## config.mk

```make
export PLATFORM = sky130hd
export DESIGN_NAME = noc_traffic_source_flat
export DESIGN_NICKNAME = d
export VERILOG_FILES = /design/src/rtl/noc_traffic_source_pkg.sv /design/src/rtl/noc_traffic_source_if.sv /design/src/rtl/noc_lfsr16.sv /design/src/rtl/noc_traffic_source.sv /design/src/flat_wrapper.sv
export SDC_FILE = /design/constraint.sdc
export NUM_CORES = 1
export LEC_CHECK = 0
export BUFFER_PORTS_ARGS = -buffer_cell sky130_fd_sc_hd__buf_2
export CORE_UTILIZATION = 58
export CTS_CLUSTER_SIZE = 20
export DETAILED_ROUTE_END_ITERATION = 10
export HOLD_SLACK_MARGIN = 0.1
export PLACE_DENSITY = 0.84
export SYNTH_ARGS = -nofsm -noshare
export SYNTH_HDL_FRONTEND = slang
export SYNTH_SLANG_ARGS = --single-unit
```

## constraint.sdc

```tcl
create_clock -name clk -period 6.51 [get_ports clk]
set_input_delay 0 -clock clk [delete_from_list [all_inputs] [get_ports clk]]
set_output_delay 0 -clock clk [all_outputs]
set_load 0.02 [all_outputs]
```

## src/rtl/noc_traffic_source_pkg.sv

```systemverilog
// noc_traffic_source_pkg: flit types, FSM states and LFSR helpers shared by NoC traffic blocks
package noc_traffic_source_pkg;
  localparam logic [1:0] FLIT_HEAD = 2'b01;
  localparam logic [1:0] FLIT_BODY = 2'b00;
  localparam logic [1:0] FLIT_TAIL = 2'b10;
  localparam logic [15:0] LFSR_MASK = 16'hB400;
  typedef enum logic [1:0] {IDLE, HEAD, BODY, TAIL} state_t;
  function automatic logic [15:0] lfsr_next(input logic [15:0] s);
    return {1'b0, s[15:1]} ^ (s[0] ? LFSR_MASK : 16'h0);
  endfunction
endpackage

```

## src/rtl/noc_traffic_source_if.sv

```systemverilog
// noc_traffic_source_if: valid/ready flit channel from a traffic source to a router local port
interface noc_traffic_source_if #(parameter int DATA_W = 16);
  logic valid;
  logic ready;
  logic [DATA_W+1:0] flit;
  modport master (output valid, flit, input ready);
  modport slave (input valid, flit, output ready);
endinterface

```

## src/rtl/noc_lfsr16.sv

```systemverilog
// noc_lfsr16: free-running 16-bit Galois LFSR; a zero seed is replaced by 1 so it never locks up
module noc_lfsr16
  import noc_traffic_source_pkg::*;
#(
  parameter logic [15:0] SEED = 16'hACE1
) (
  input  logic        clk,
  input  logic        reset,
  output logic [15:0] state
);
  localparam logic [15:0] INIT = SEED == 16'h0 ? 16'h1 : SEED;
  always_ff @(posedge clk or negedge reset)
    if (!reset) state <= INIT;
    else state <= lfsr_next(state);
endmodule

```

## src/rtl/noc_traffic_source.sv

```systemverilog
// noc_traffic_source: random-rate fixed-length packet injector driving a router local port
module noc_traffic_source
  import noc_traffic_source_pkg::*;
#(
  parameter int          NODE_ID       = 0,
  parameter int          NUM_NODES     = 9,
  parameter int          DATA_W        = 16,
  parameter int          FLITS_PER_PKT = 4,
  parameter int          INJ_RATE      = 64,
  parameter logic [15:0] LFSR_SEED     = 16'hACE1
) (
  input  logic                        clk,
  input  logic                        reset,
  input  logic                        send,
  noc_traffic_source_if.master        out,
  output logic [31:0]                 pkt_count,
  output logic                        busy
);
  localparam int DW = $clog2(NUM_NODES);
  localparam int IW = $clog2(FLITS_PER_PKT);
  localparam logic [7:0] SELF = 8'(NODE_ID);
  localparam logic [7:0] ALT = 8'((NODE_ID + 1) % NUM_NODES);
  localparam logic [IW-1:0] LAST = IW'(FLITS_PER_PKT - 2);
  state_t state, state_n;
  logic [IW-1:0] idx, idx_n;
  logic valid_n;
  logic [DATA_W+1:0] flit_n;
  logic [31:0] count_n;
  logic [15:0] lfsr;
  logic [7:0] raw, dst;
  logic accept, inject;
  noc_lfsr16 #(.SEED(LFSR_SEED ^ 16'(NODE_ID))) u_lfsr (.clk, .reset, .state(lfsr));
  assign raw = 8'(lfsr[15:8] % NUM_NODES);
  assign dst = raw == SELF ? ALT : raw;
  assign accept = out.valid & out.ready;
  assign inject = send && ({1'b0, lfsr[7:0]} < 9'(INJ_RATE));
  assign busy = state != IDLE;
  // Outputs are computed one cycle ahead so flit and valid leave straight from flops
  always_comb begin
    state_n = state;
    idx_n = idx;
    valid_n = out.valid;
    flit_n = out.flit;
    count_n = pkt_count;
    unique case (state)
      IDLE: if (inject) begin
        state_n = HEAD;
        valid_n = 1'b1;
        flit_n = {FLIT_HEAD, DATA_W'(dst) | (DATA_W'(NODE_ID) << DW)};
      end
      HEAD, BODY: if (accept) begin
        idx_n = state == HEAD ? IW'(1) : idx + 1'b1;
        state_n = (state == HEAD ? FLITS_PER_PKT > 2 : idx != LAST) ? BODY : TAIL;
        flit_n = state_n == BODY ? {FLIT_BODY, DATA_W'(idx_n)} : {FLIT_TAIL, DATA_W'(pkt_count)};
      end
      TAIL: if (accept) begin
        state_n = IDLE;
        valid_n = 1'b0;
        flit_n = '0;
        count_n = pkt_count + 32'd1;
      end
      default: ;
    endcase
  end
  always_ff @(posedge clk or negedge reset)
    if (!reset) begin
      state <= IDLE;
      idx <= '0;
      out.valid <= 1'b0;
      out.flit <= '0;
      pkt_count <= '0;
    end else begin
      state <= state_n;
      idx <= idx_n;
      out.valid <= valid_n;
      out.flit <= flit_n;
      pkt_count <= count_n;
    end
endmodule
```

## src/flat_wrapper.sv

```systemverilog
// flat-port wrapper written by rule: the top's interface ports become plain ports
module noc_traffic_source_flat import noc_traffic_source_pkg::*;
#(
  parameter int          NODE_ID       = 0,
  parameter int          NUM_NODES     = 9,
  parameter int          DATA_W        = 16,
  parameter int          FLITS_PER_PKT = 4,
  parameter int          INJ_RATE      = 64,
  parameter logic [15:0] LFSR_SEED     = 16'hACE1
)
  (clk, reset, send, pkt_count, busy, out_valid, out_flit, out_ready);
  noc_traffic_source_if #(.DATA_W(DATA_W)) out_i ();
  input  logic clk;
  input  logic reset;
  input  logic send;
  output logic [31:0] pkt_count;
  output logic busy;
  output wire logic [$bits(out_i.valid)-1:0] out_valid;
  output wire logic [$bits(out_i.flit)-1:0] out_flit;
  input wire logic [$bits(out_i.ready)-1:0] out_ready;
  assign out_valid = out_i.valid;
  assign out_flit = out_i.flit;
  assign out_i.ready = out_ready;
  noc_traffic_source #(.NODE_ID(NODE_ID), .NUM_NODES(NUM_NODES), .DATA_W(DATA_W), .FLITS_PER_PKT(FLITS_PER_PKT), .INJ_RATE(INJ_RATE), .LFSR_SEED(LFSR_SEED)) u_core (.clk(clk), .reset(reset), .send(send), .out(out_i), .pkt_count(pkt_count), .busy(busy));
endmodule
```

==> impl.org, run 1 <==
** Min path
- The worst hold path belongs to the class input port to flip-flop.
- The worst hold path begins at send.

** Clock tree
- Post-CTS timing repair inserted 0 buffers for setup.
- In this run, post-CTS hold repair placed 3 buffers.
- Number of H-tree levels :: 3
- The clock reaches the later pin of the worst-skew pair after 340 ps.
- CTS saw 71 sinks.
- In this run, CTS created clock tree buffers numbering 9.
- Cts repair resizes :: 0
- In this run the clock root is driven by a sky130_fd_sc_hd__clkbuf_8.
- TritonCTS built the clock tree.
- Clock-pin slew was measured on the worst setup and hold paths at 80 ps.
- Counting along the longest clock path gives a buffer depth of 2.

** Placed design
- Dpl hpwl :: approximately 7300 um
- Global placement routability congestion :: 0.912
- Number of input and output port buffers inserted :: 55
- After detailed placement, the design holds a cell count of 589.

** GRT
- The first global-routing pass estimated between 15000 and 20000 um of wire.
- Entering global routing, the biggest net connects 72 pins.
- Sum of overflow across all layers after global routing :: 0
- Via count of the first global-routing pass :: between 3000 and 4000
- Global routing consumed, over all layers together, between 20% and 30% of the routing resources.
- The number of antenna violations at the first check in global routing came to 0.

** Logic synthesis
- Most area-consuming cells after synthesis :: sky130_fd_sc_hd__dfrtp_1 (37%), sky130_fd_sc_hd__xnor2_1 (6.1%), sky130_fd_sc_hd__dfstp_2 (4.9%)
- Synthesized-area fraction occupied by adder cells :: about 3.4%
- Summing the areas of all and, or, nand and nor instances in the mapped netlist gives a little under 20% of the synthesized area.
- The number of different library cells used by synthesis comes to 80.
- Post-Synth XOR/XNOR Area :: 9.76%
- Commonest cells in the synthesized netlist :: sky130_fd_sc_hd__dfrtp_1 (63), sky130_fd_sc_hd__nand2_1 (43), sky130_fd_sc_hd__nor2_1 (32)
- Yosys warnings :: 0
- In the synthesized netlist the async set-or-reset flop fraction comes to 100%.
- Synthesis-stage register bit count :: between 70 and 80
- Of the post-synthesis cell area, the dominant cell type holds around 37%.
- Share of synthesized area occupied by flip-flops and latches :: 41.6%
- Most used standard cell by instance count after synthesis :: sky130_fd_sc_hd__dfrtp_1
- After synthesis, the share of cell area in mux cells is 1.19%.
- Combinational family with the most area after synthesis :: compound AO/OA/AOI/OAI gates
- Summing the areas of all compound-gate instances in the mapped netlist gives 22.1% of the synthesized area.
- Per-instance average area after synthesis :: between 9 and 10 sq um
- Top FF cell, synth :: sky130_fd_sc_hd__dfrtp_1
- Post-synth EDFFs :: 0
- Gate count after technology mapping :: 447
- The largest total area in the synthesized netlist belongs to sky130_fd_sc_hd__dfrtp_1.
- Summing every instance area after synthesis gives 4300 sq um.
- Syn_nets :: 462

** Setup path
- The worst setup path is captured at a flip-flop.
- The number of buffers and inverters on the critical path is 2.
- Data on the critical path is required at its endpoint by 6730 ps.
- Type of the setup path with the least slack :: flip-flop to flip-flop
- The critical path starts at u_core.u_lfsr.state[14].
- Worst Path Arrival :: 6300 ps
- The worst register-to-register path begins at u_core.u_lfsr.state[14].
- Traced cell by cell, the critical path runs through nor3_2 -> inv_2 -> ha_1 -> nand2b_1 -> o21ai_1 -> nand3_1 -> a221o_1 -> nand2_1 -> xnor2_1 -> ha_1 -> and2_1 -> maj3_1 -> a22o_1 -> or3_4 -> nor2_2 -> xnor2_1 -> ha_1 -> inv_1 -> o2111a_1 -> o211ai_4 -> a21bo_2 -> nor3_1 -> o41ai_2.
- In this design, the critical path's most frequently occurring cell is sky130_fd_sc_hd__ha_1.
- Of all nets on the critical path, the largest fanout is 17.
- The worst setup path is launched from a flip-flop.
- The slowest stage of the critical path is the sky130_fd_sc_hd__dfrtp_1 cell.
- The largest single stage delay on the critical path is 550 ps.
- Worst path top cell family by delay :: simple AND/OR/NAND/NOR gates

** Detailed routing
- After detailed routing, the number of vias per cell comes to 6.02.
- Detailed Route WL :: 10200 um
- For this run, the detailed router's first-pass iteration total came to 5.
- Post-detailed-route wirelength per cell :: 16.8 um
- For this block, the initial DRC count from the detailed router was approximately 210.
- The count of nets left with antenna violations once routing finished came out at 0.
- Vias after detailed routing :: 3660
- DRC :: 0

** Die
- The die covers 7750 sq um.
- Io pins :: 56
- Once the floorplan was initialized, standard cells occupied 59.5% of the core.
- Overall die height :: 88.1 um
- In this run the horizontal extent of the chip is 88.1 um.
- Site row count :: 31
- The region available for standard cell placement spans 7210 sq um.

** Power
- The worst-case IR drop observed on VDD is 0.326 mV.
- Total chip power :: between 1000 and 1500 uW
- Lkg Pwr :: about 0.0023 uW
- Power density over the cells :: 241 nW/um^2

** Timing
- Shortest clock period the worst path allows after layout :: 6080 ps
- Setup repair after global routing left no endpoint under its margin.
- Min Hold Slack :: around 150 ps
- Between clock sinks in the finished design, the worst skew comes to 9.83 ps.
- Portion of the clock cycle consumed by the worst path in the final layout :: roughly 93%
- Setup violations remaining at the end of the flow were counted as 0.
- Headroom to the max-slew limit came out at 29.4%.
- In the final timing run, aggregate negative setup slack is 0 ps.
- Peak Freq :: 0.164 GHz
- Number of failing hold endpoints at the final stage :: 0
- For the pin with the worst max-slew slack, the measured transition is 1060 ps.
- The final max-slew violation count came to 0.

** Cells and area
- Fillers :: 557
- Layout cells sized above 1 :: 21.2%
- Relative to the synthesized area, the layout overhead comes to 13.5%.
- Final net count :: ~520
- 0 antenna diodes ended up in the layout.
- Post-layout instance count excluding filler cells :: slightly above 600

** Outcome
- Outcome :: complete, no violations

** Job
- Number of max-capacitance violations reported :: 0
[registers in the layout, indices dropped and copies added (netlist names)]
| name | count |
|---|---|
| u_core.u_lfsr.state | 16 |
| u_core.out.valid | 1 |
| u_core.out.flit | 18 |
| u_core.idx | 2 |
| u_core.pkt_count | 32 |
| u_core.state | 2 |
[per-layer routing]
layer	part of all wire [%]	up-vias	global-route usage, %
li1	-	1742	-
met1	42	1774	36.5
met2	51	122	47.1
met3	5.0	22	3.77
met4	2.0	0	10.4
met5	0	-	0
[per-stage QoR]
step                      worst slack, ps  util [%]  cell area [sq um]
after floorplan                      1110         -               4300
after global placement                854      64.5               4650
after detailed placement              492      64.5               4650
after CTS                             468      67.6               4880
after global routing                 55.8      67.6               4880
final                                 430      67.6               4880
[cells in the final DEF (no fill, tap or decap), drive strengths merged, types with 3 or more instances in the layout]
cell type,netlist,routed
ha,11,11
o211a,3,3
dlygate4sd3,0,3
nand2,43,43
clkbuf,8,10
inv,13,14
or2,4,4
mux2i,4,4
nor3b,4,4
nand4,3,3
buf,6,57
xnor2,30,30
nor3,11,11
nor2b,7,7
o21a,5,5
a22o,10,10
and3,10,10
and4,3,3
a21o,4,4
or3,7,7
clkinv,0,4
a31oi,3,3
nand2b,4,4
dfstp,8,8
nor2,33,33
nand3,17,17
and2,7,7
o21ai,25,25
o211ai,7,7
a211oi,6,6
a21oi,24,24
dfrtp,63,63
o31ai,3,3
xor2,17,17
[final cells by class]
type | instances | area, sq um | area share, %
Tap cell | 99 | 124 | 2.54
Inverter | 13 | 48.8 | 1.00
Clock buffer | 10 | 138 | 2.82
Timing Repair Buffer | 60 | 320 | 6.57
Multi-Input combinational cell | 349 | 2400 | 49.2
Sequential cell | 71 | 1790 | 36.6
Clock inverter | 6 | 58.8 | 1.21
[where the power goes]
group | switching [uW] | internal [uW] | total [uW] | leakage (uW)
clock network | 164 | 186 | 350 | 0.000106
registers | 33.2 | 476 | 509 | 0.000941
logic | 205 | 112 | 317 | 0.00129
[final timing paths]
kind	to	slack, ps	depth (start not counted)
setup / recovery	u_core.out.flit[0]	430	23
hold / removal	u_core.state[1]	150	4
setup reg to reg	u_core.out.flit[0]	430	23
hold reg to reg	u_core.u_lfsr.state[1]	360	0
max in group asynchronous	u_core.u_lfsr.state[8]	5560	3
min in group asynchronous	u_core.pkt_count[29]	390	3
[worst min-delay path, stage by stage]
cell                      delay (ps)
sky130_fd_sc_hd__buf_2            80
sky130_fd_sc_hd__nand2_1          80
sky130_fd_sc_hd__nand2_1         190
sky130_fd_sc_hd__a21oi_1          90
[cell families (layout without fill, tap and decap cells)]
logic type	Yosys count	after routing
AND/OR/NAND/NOR	161	161
AO/OA/AOI/OAI	124	124
flip-flops	71	71
XOR/XNOR	47	47
buffers and inverters	27	89
adder cells (fa/ha/maj)	12	12
multiplexers	5	5
No activity file was read; power rests on OpenSTA's default activity.
==> run 2: changes to the inputs <==
--- a/config.mk
+++ b/config.mk
@@ -5,12 +5,12 @@
 export SDC_FILE = /design/constraint.sdc
 export NUM_CORES = 1
 export LEC_CHECK = 0
-export BUFFER_PORTS_ARGS = -buffer_cell sky130_fd_sc_hd__buf_2
-export CORE_UTILIZATION = 58
+export CORE_UTILIZATION = 60
 export CTS_CLUSTER_SIZE = 20
 export DETAILED_ROUTE_END_ITERATION = 10
+export DONT_BUFFER_PORTS = 1
 export HOLD_SLACK_MARGIN = 0.1
-export PLACE_DENSITY = 0.84
+export PLACE_DENSITY = 0.8
 export SYNTH_ARGS = -nofsm -noshare
 export SYNTH_HDL_FRONTEND = slang
 export SYNTH_SLANG_ARGS = --single-unit
==> run 2 against run 1 <==
  * Cell count decreased by 9.2%
  * Routed wire length decreased by 6.7%
  * Worst setup slack improved by 96 ps
  * Power increased by 2.5%
  * Clock power increased by 12%
  * Sequential power increased by 6.7%
  * Fmax increased by 1.6%
  * Non-clock buffer count decreased by 53
  * Combinational power decreased by 15%
  * Via count decreased by 7.2%
  * First-iteration DRC count decreased by 19%
  * Flip-flop and latch count unchanged
==> impl.org, run 2 (synthesized netlist as in run 1, its figures left out) <==
** Cells and area
- Relative to the synthesized area, the layout overhead comes to 8.71%.
- After routing the design area is 4670 sq um.
- In the final layout, the registers with the most flip-flops are u_core.pkt_count x32, u_core.out.flit x18, u_core.u_lfsr.state x16.
- In the final layout, the share of cells above drive strength 1 is a little under an eighth.
- Final net count :: roughly 470
- Commonest cells after routing, fill and taps aside :: sky130_fd_sc_hd__dfrtp_1 (63), sky130_fd_sc_hd__nand2_1 (43), sky130_fd_sc_hd__nor2_1 (32)
- The repair_antennas step left the layout with diodes totalling 0.
- u_core.pkt_count holds more flip-flops than any other register.
- Number of flip-flops in the largest register :: 32
- The library cell used most frequently in the layout, excluding fill and tap cells, is sky130_fd_sc_hd__dfrtp_1.

** Clock tree
- Counting along the longest clock path gives a buffer depth of 2.
- TritonCTS built the clock tree.
- The number of gates resized after CTS was 0.
- Master cell of the clock root buffer :: sky130_fd_sc_hd__clkbuf_8
- Number of buffers created by CTS :: 9
- For the worst-skew pair, the clock arrives at the later sink with an insertion delay of 340 ps.
- After clock tree synthesis, the clock-pin slew on the worst setup and hold paths is around 80 ps.
- Post-CTS timing repair inserted 0 buffers for setup.
- Clock tree sinks :: 71
- The H-tree generated during clock tree synthesis spans 3 levels.

** Detailed routing
- For this run, design rule violations remaining after detail routing come to 0.
- Detailed Route WL :: ~9500 um
- Antenna Violating Nets Remaining :: 0
- In the final routed layout, each cell accounts on average for 17.3 um.
- In this run, the number of DRC markers left after iteration 0 of detailed routing was 169.
- Vias after detailed routing :: 3397
- Before antenna repair, the detailed router went through 4 iterations.
- Routed vias/inst :: 6.15

** Timing
- Shortest clock period the worst path allows after layout :: 5980 ps
- Setup repair after global routing missed its margin :: false
- Peak Freq :: about 0.17 GHz
- Measured against its own limit, the worst slew margin works out to 51.5%.
- Setup violations remaining at the end of the flow were counted as 0.
- Post-Route Skew :: 6.39 ps
- Portion of the clock cycle consumed by the worst path in the final layout :: 91.9%
- The final max-slew violation count was 0.
- For the pin with the worst max-slew slack, the measured transition is between 700 and 800 ps.
- Number of failing hold endpoints at the final stage :: 0
- Final total negative setup slack :: 0 ps

** Setup path
- The worst register-to-register path ends at u_core.out.flit[0].
- In this run the critical register-to-register path is launched from u_core.u_lfsr.state[14].
- Worst-case register-to-register setup slack :: 530 ps
- At the worst endpoint, the required time is 6730 ps.
- The setup path with the least slack is of type flip-flop to flip-flop.
- Worst Path Arrival :: ~6200 ps
- STA classifies the critical path endpoint as a flip-flop.
- Measured in cells, the most critical reg-to-reg path has a length of 23.
- Critical path peak fanout :: 17
- Kind of start point of the critical path :: flip-flop

** Placed design
- Global placement routability congestion :: 0.901
- Detailed placement finished with a half-perimeter wire length of 6680 um.
- Summing all placed instances gives a cell area of 4370 sq um.
- In this run the tool buffered the top-level ports with 0 buffer cells.

** Outcome
- The flow ran to the end, and the final reports show no timing, DRC or antenna violations.

** Die
- Overall die height :: ~87 um
- Site row count :: 30
- Starting density of the core :: 62.5%
- The region available for standard cell placement spans 6870 sq um.
- between 50 and 60 I/O pins were placed.
- Area of the die :: about 7500 sq um
- Die Wd :: 86.6 um

** GRT
- The first global-routing pass estimated 15900 um of wire.
- The number of antenna violations at the first check in global routing came to 0.
- Via count of the first global-routing pass :: 3326
- For this run the aggregate overflow at the end of global routing stands at 0.
- In the global route stage, overall resource usage came out at 27.3%.
- Pin count of the biggest net entering global routing :: 72

** Power
- Power density over the cells :: 258 nW/um^2
- Peak ir drop on the vdd network :: 0.282 mV
- Summed over all cells, the static leakage comes to 0.00207 uW.

** Min path
- Min-delay src :: out_ready
- Number of cells on the worst hold path :: 3
- Min-delay worst type :: input port to flip-flop
- Worst min-delay path endpoint :: u_core.idx[1]

** Job
- Number of max-capacitance violations reported :: 0
-- run 2: power breakdown --
group	internal (uW)	switching (uW)
Sequential	475	67.7
Combinational	103	167
Clock	221	172
-- run 2: layout make-up --
class                      instances  area, sq um
clock buffer                       9          124
clock inverter                     7          106
fill                             523         2200
inverter                          13         48.8
multi-input combinational        349         2400
sequential                        71         1790
tap                               96          120
timing repair buffer               7         82.6
-- run 2: routing by layer --
layer	global-route usage [%]	vias to the layer above	part of all wire, %
li1	-	1638	-
met1	35.1	1644	44
met2	44.9	94	50
met3	5.62	21	3.7
met4	12.4	0	2.3
met5	0	-	0
-- run 2: worst max path at each step --
| stage | to | start | slack [ps] |
|---|---|---|---|
| finish | u_core.out.flit[0] | u_core.u_lfsr.state[14] | 530 |
| global route | u_core.out.flit[0] | u_core.u_lfsr.state[14] | 70 |
| floorplan | u_core.out.flit[0] | u_core.u_lfsr.state[14] | 1110 |
| detailed placement | u_core.out.flit[0] | u_core.u_lfsr.state[14] | 600 |
| global placement | u_core.out.flit[7] | u_core.u_lfsr.state[14] | 820 |
| CTS | u_core.out.flit[0] | u_core.u_lfsr.state[14] | 560 |
-- run 2: timing repair --
| action | CTS | global route |
|---|---|---|
| endpoints found under the hold margin | 74 | 0 |
| hold buffers | 5 | 0 |
| setup endpoints to repair | 0 | 0 |
-- run 2: critical path, cell delays in order, from the launching register on --
cell and delay [ps]:
sky130_fd_sc_hd__dfrtp_1 550, sky130_fd_sc_hd__nor3_2 430, sky130_fd_sc_hd__inv_2 100, sky130_fd_sc_hd__ha_1 360, sky130_fd_sc_hd__nand2b_1 200, sky130_fd_sc_hd__o21ai_1 400
sky130_fd_sc_hd__nand3_1 200, sky130_fd_sc_hd__a221o_1 410, sky130_fd_sc_hd__nand2_1 130, sky130_fd_sc_hd__xnor2_1 130, sky130_fd_sc_hd__ha_1 220, sky130_fd_sc_hd__and2_1 150
sky130_fd_sc_hd__maj3_1 350, sky130_fd_sc_hd__a22o_1 220, sky130_fd_sc_hd__or3_4 410, sky130_fd_sc_hd__nor2_2 130, sky130_fd_sc_hd__xnor2_1 220, sky130_fd_sc_hd__ha_1 220
sky130_fd_sc_hd__inv_1 50, sky130_fd_sc_hd__o2111a_1 140, sky130_fd_sc_hd__o211ai_4 270, sky130_fd_sc_hd__a21bo_2 260, sky130_fd_sc_hd__nor3_1 200, sky130_fd_sc_hd__o41ai_2 100
-- run 2: through the flow --
stage                     setup WS (ps)  hold WS, ps  total power, uW  cells  utilization [%]
after floorplan                    1110         -296              738    447                -
after global placement              824         -295              788    531             63.6
after detailed placement            603         -295              794    531             63.6
after CTS                           557          129             1200    552             68.0
after global routing               65.6          163             1270    552             68.0
final                               526          164             1210    552             68.0
==> run 3: changes to the inputs <==
--- a/config.mk
+++ b/config.mk
@@ -11,6 +11,7 @@
 export DONT_BUFFER_PORTS = 1
 export HOLD_SLACK_MARGIN = 0.1
 export PLACE_DENSITY = 0.8
+export RECOVER_POWER = 25
 export SYNTH_ARGS = -nofsm -noshare
 export SYNTH_HDL_FRONTEND = slang
 export SYNTH_SLANG_ARGS = --single-unit
==> run 3 against run 2 <==
  * The run now ends with capacitance limit, slew limit left
  * Combinational power about the same
  * Highest routed layer unchanged
  * First-iteration DRC count down 18%
  * Non-clock buffer count unchanged
  * Global-route usage unchanged
  * Die area unchanged
  * Via count down 0.18%
  * Worst hold slack better by 1.6 ps
==> impl.org, run 3 (synthesized netlist as in run 1, its figures left out) <==
** Cells and area
- From synthesis to final layout, the design area changed by 8.16%.
- Biggest registers after layout :: u_core.pkt_count x32, u_core.out.flit x18, u_core.u_lfsr.state x16
- More flip-flops sit in one register than any other, and that register is u_core.pkt_count.
- Counting the fill cells in the layout gives 527.
- The repair_antennas step left the layout with diodes totalling 0.
- In the final design database the tool counted about 470 nets.
- Layout cells sized above 1 :: 11.6%
- Final core occ :: 67.6%
- Commonest cells after routing, fill and taps aside :: sky130_fd_sc_hd__dfrtp_1 (63), sky130_fd_sc_hd__nand2_1 (43), sky130_fd_sc_hd__nor2_1 (32)
- Leaving out fill and tap cells, the most frequent cell in the layout is sky130_fd_sc_hd__dfrtp_1.
- The register with the most flip-flops in the layout has 32 of them.

** Power
- Summed over all nets, the switching power comes to 403 uW.
- IR analysis of the VDD net gives a maximum drop of 0.283 mV.
- Lkg Pwr :: between 0.002 and 0.0025 uW
- Fraction of power consumed by the clock network :: 32.5%
- Power density over the cells :: 258 nW/um^2
- Total chip power :: 1200 uW
- Share of total power in combinational logic :: 22.3%
- Cell-internal power :: 797 uW
- Sequential cells burn 45.2% of the power.
- Net switching is about a third of the power.

** Timing
- Shortest clock period the worst path allows after layout :: 5990 ps
- The worst path uses 92.0% of the clock period.
- Post-Route Skew :: around 6.4 ps
- Final Slew Violations :: 72
- Setup violations remaining at the end of the flow were counted as 0.
- Worst slew pin tran :: 3550 ps
- The worst pin sits at a relative slew slack of -137%.
- Setup repair after global routing missed its margin :: false
- Final hold analysis gives a worst-case slack of 165 ps.
- The total count of hold-check failures in the final report came to 0.
- Final total negative setup slack :: 0 ps
- Peak Freq :: 0.167 GHz
- Fin worst setup slack :: roughly 520 ps

** GRT
- GR Util met2 :: 44.9%
- Entering global routing, the biggest net connects 72 pins.
- In this run the most used layer during global routing was met2.
- Via count of the first global-routing pass :: roughly 3300
- Global routing consumed, over all layers together, a little over a quarter of the routing resources.
- The first global-routing pass estimated 15900 um of wire.
- Sum of overflow across all layers after global routing :: 0
- Met3 track demand over resource in global routing :: 5.62%
- Met1 usage :: 35.1%
- The number of antenna violations at the first check in global routing came to 0.

** Detailed routing
- Vias after detailed routing :: ~3400
- Post-detailed-route wirelength per cell :: roughly 17 um
- After detailed routing, the number of remaining DRC violations is 0.
- Initial detailed-routing violation count :: 139
- Antenna Violating Nets Remaining :: 0
- Detailed Route WL :: around 9500 um
- After detailed routing, the number of vias per cell comes to 6.14.
- For this run, the detailed router's first-pass iteration total came to 4.

** Clock tree
- Clock tree synthesis inserted a total of 9 buffers.
- In this run the post-CTS setup repair buffer count came out at 0.
- The H-tree was split into 3 levels.
- Maximum count of clock buffers along a single path :: 2
- In this run the clock root is driven by a sky130_fd_sc_hd__clkbuf_8.
- CTS tree :: done
- Cts repair resizes :: 0
- The clock net in this run drives a total of 71 sinks.
- Number of hold-repair buffers added at the cts stage :: 5
- Worst skew pair latency :: 340 ps
- Clock slew at the register clock pins of the worst setup and hold paths :: approximately 80 ps

** Placed design
- In this run the tool buffered the top-level ports with 0 buffer cells.
- Global placement routability congestion :: 0.901
- Once detailed placement completed, the half-perimeter wirelength came to 6680 um.
- Worst-case setup slack after placement :: about 600 ps

** Setup path
- Endpoint kind of the worst setup timing path :: flip-flop
- Kind of start point of the critical path :: flip-flop
- Worst Path Arrival :: 6210 ps
- Along the worst path, the maximum fanout reaches 17.
- Data required, critical path :: 6730 ps
- Type of the setup path with the least slack :: flip-flop to flip-flop

** Die
- After floorplanning, the core was sized to cover around 7000 sq um.
- The floorplan step defined a die boundary enclosing around 7500 sq um.
- Io pins :: 56
- Die Wd :: 86.6 um
- Starting density of the core :: 62.5%
- Site row count :: 30
- In this run the vertical extent of the chip is 86.6 um.

** Outcome
- Violations in the final reports :: capacitance limit, slew limit
- Outcome :: finished, violations left

** Min path
- The min-delay analysis places its worst path in the category input port to flip-flop.

** Job
- Number of max-capacitance violations reported :: 1
==> run 3: cell types whose count changed in the layout (fill, tap and decap cells not counted), sizes merged <==
cell	previous run	this run
clkbuf	9	10
buf	3	2
==> run 3: critical path, stage by stage, from the launching register on <==
cell and delay, ps:
sky130_fd_sc_hd__dfrtp_1 550, sky130_fd_sc_hd__nor3_2 430, sky130_fd_sc_hd__inv_2 100, sky130_fd_sc_hd__ha_1 360
sky130_fd_sc_hd__nand2b_1 200, sky130_fd_sc_hd__o21ai_1 400, sky130_fd_sc_hd__nand3_1 200, sky130_fd_sc_hd__a221o_1 410
sky130_fd_sc_hd__nand2_1 130, sky130_fd_sc_hd__xnor2_1 130, sky130_fd_sc_hd__ha_1 220, sky130_fd_sc_hd__and2_1 150
sky130_fd_sc_hd__maj3_1 350, sky130_fd_sc_hd__a22o_1 220, sky130_fd_sc_hd__or3_4 410, sky130_fd_sc_hd__nor2_2 130
sky130_fd_sc_hd__xnor2_1 230, sky130_fd_sc_hd__ha_1 220, sky130_fd_sc_hd__inv_1 50, sky130_fd_sc_hd__o2111a_1 140
sky130_fd_sc_hd__o211ai_4 280, sky130_fd_sc_hd__a21bo_2 260, sky130_fd_sc_hd__nor3_1 200, sky130_fd_sc_hd__o41ai_2 100
==> run 3: routing by layer <==
| metal | vias up | share of wire, % |
|---|---|---|
| met5 | - | 0 |
| met4 | 0 | 2.2 |
| met3 | 18 | 4.0 |
| met2 | 90 | 50 |
| met1 | 1645 | 44 |
| li1 | 1638 | - |
==> run 3: power by group through the flow <==
stage                     Combinational [uW]  Sequential [uW]  Clock, uW
after CTS                                264              540        399
after floorplan                          199              539          0
after global routing                     303              546        416
after global placement                   239              549          0
final                                    268              543        390
after detailed placement                 245              549          0
==> run 3: per-stage QoR <==
step                      area, sq um  cells
final                            4650    552
after global placement           4370    531
after global routing             4650    552
after floorplan                  4300    447
after detailed placement         4370    531
after CTS                        4670    552
==> run 3: final timing paths <==
path	from	end	slack, ps	cells after the start
max	u_core.u_lfsr.state[14]	u_core.out.flit[0]	520	23
min	out_ready	u_core.pkt_count[2]	170	3
max reg2reg	u_core.u_lfsr.state[14]	u_core.out.flit[0]	520	23
min reg2reg	u_core.u_lfsr.state[3]	u_core.u_lfsr.state[2]	360	0
max in group asynchronous	reset	u_core.pkt_count[5]	3090	2
min in group asynchronous	reset	u_core.out.valid	1440	2
==> run 3: final cells by class <==
class                   count  area [sq um]  area share [%]
well taps                  96           120            2.59
inverters                  13          48.8            1.05
multi-input cells         349          2400            51.7
clock buffers               9           124            2.67
clock inverters             7           106            2.29
repair buffers              7          58.8            1.27
flip-flops and latches     71          1790            38.5
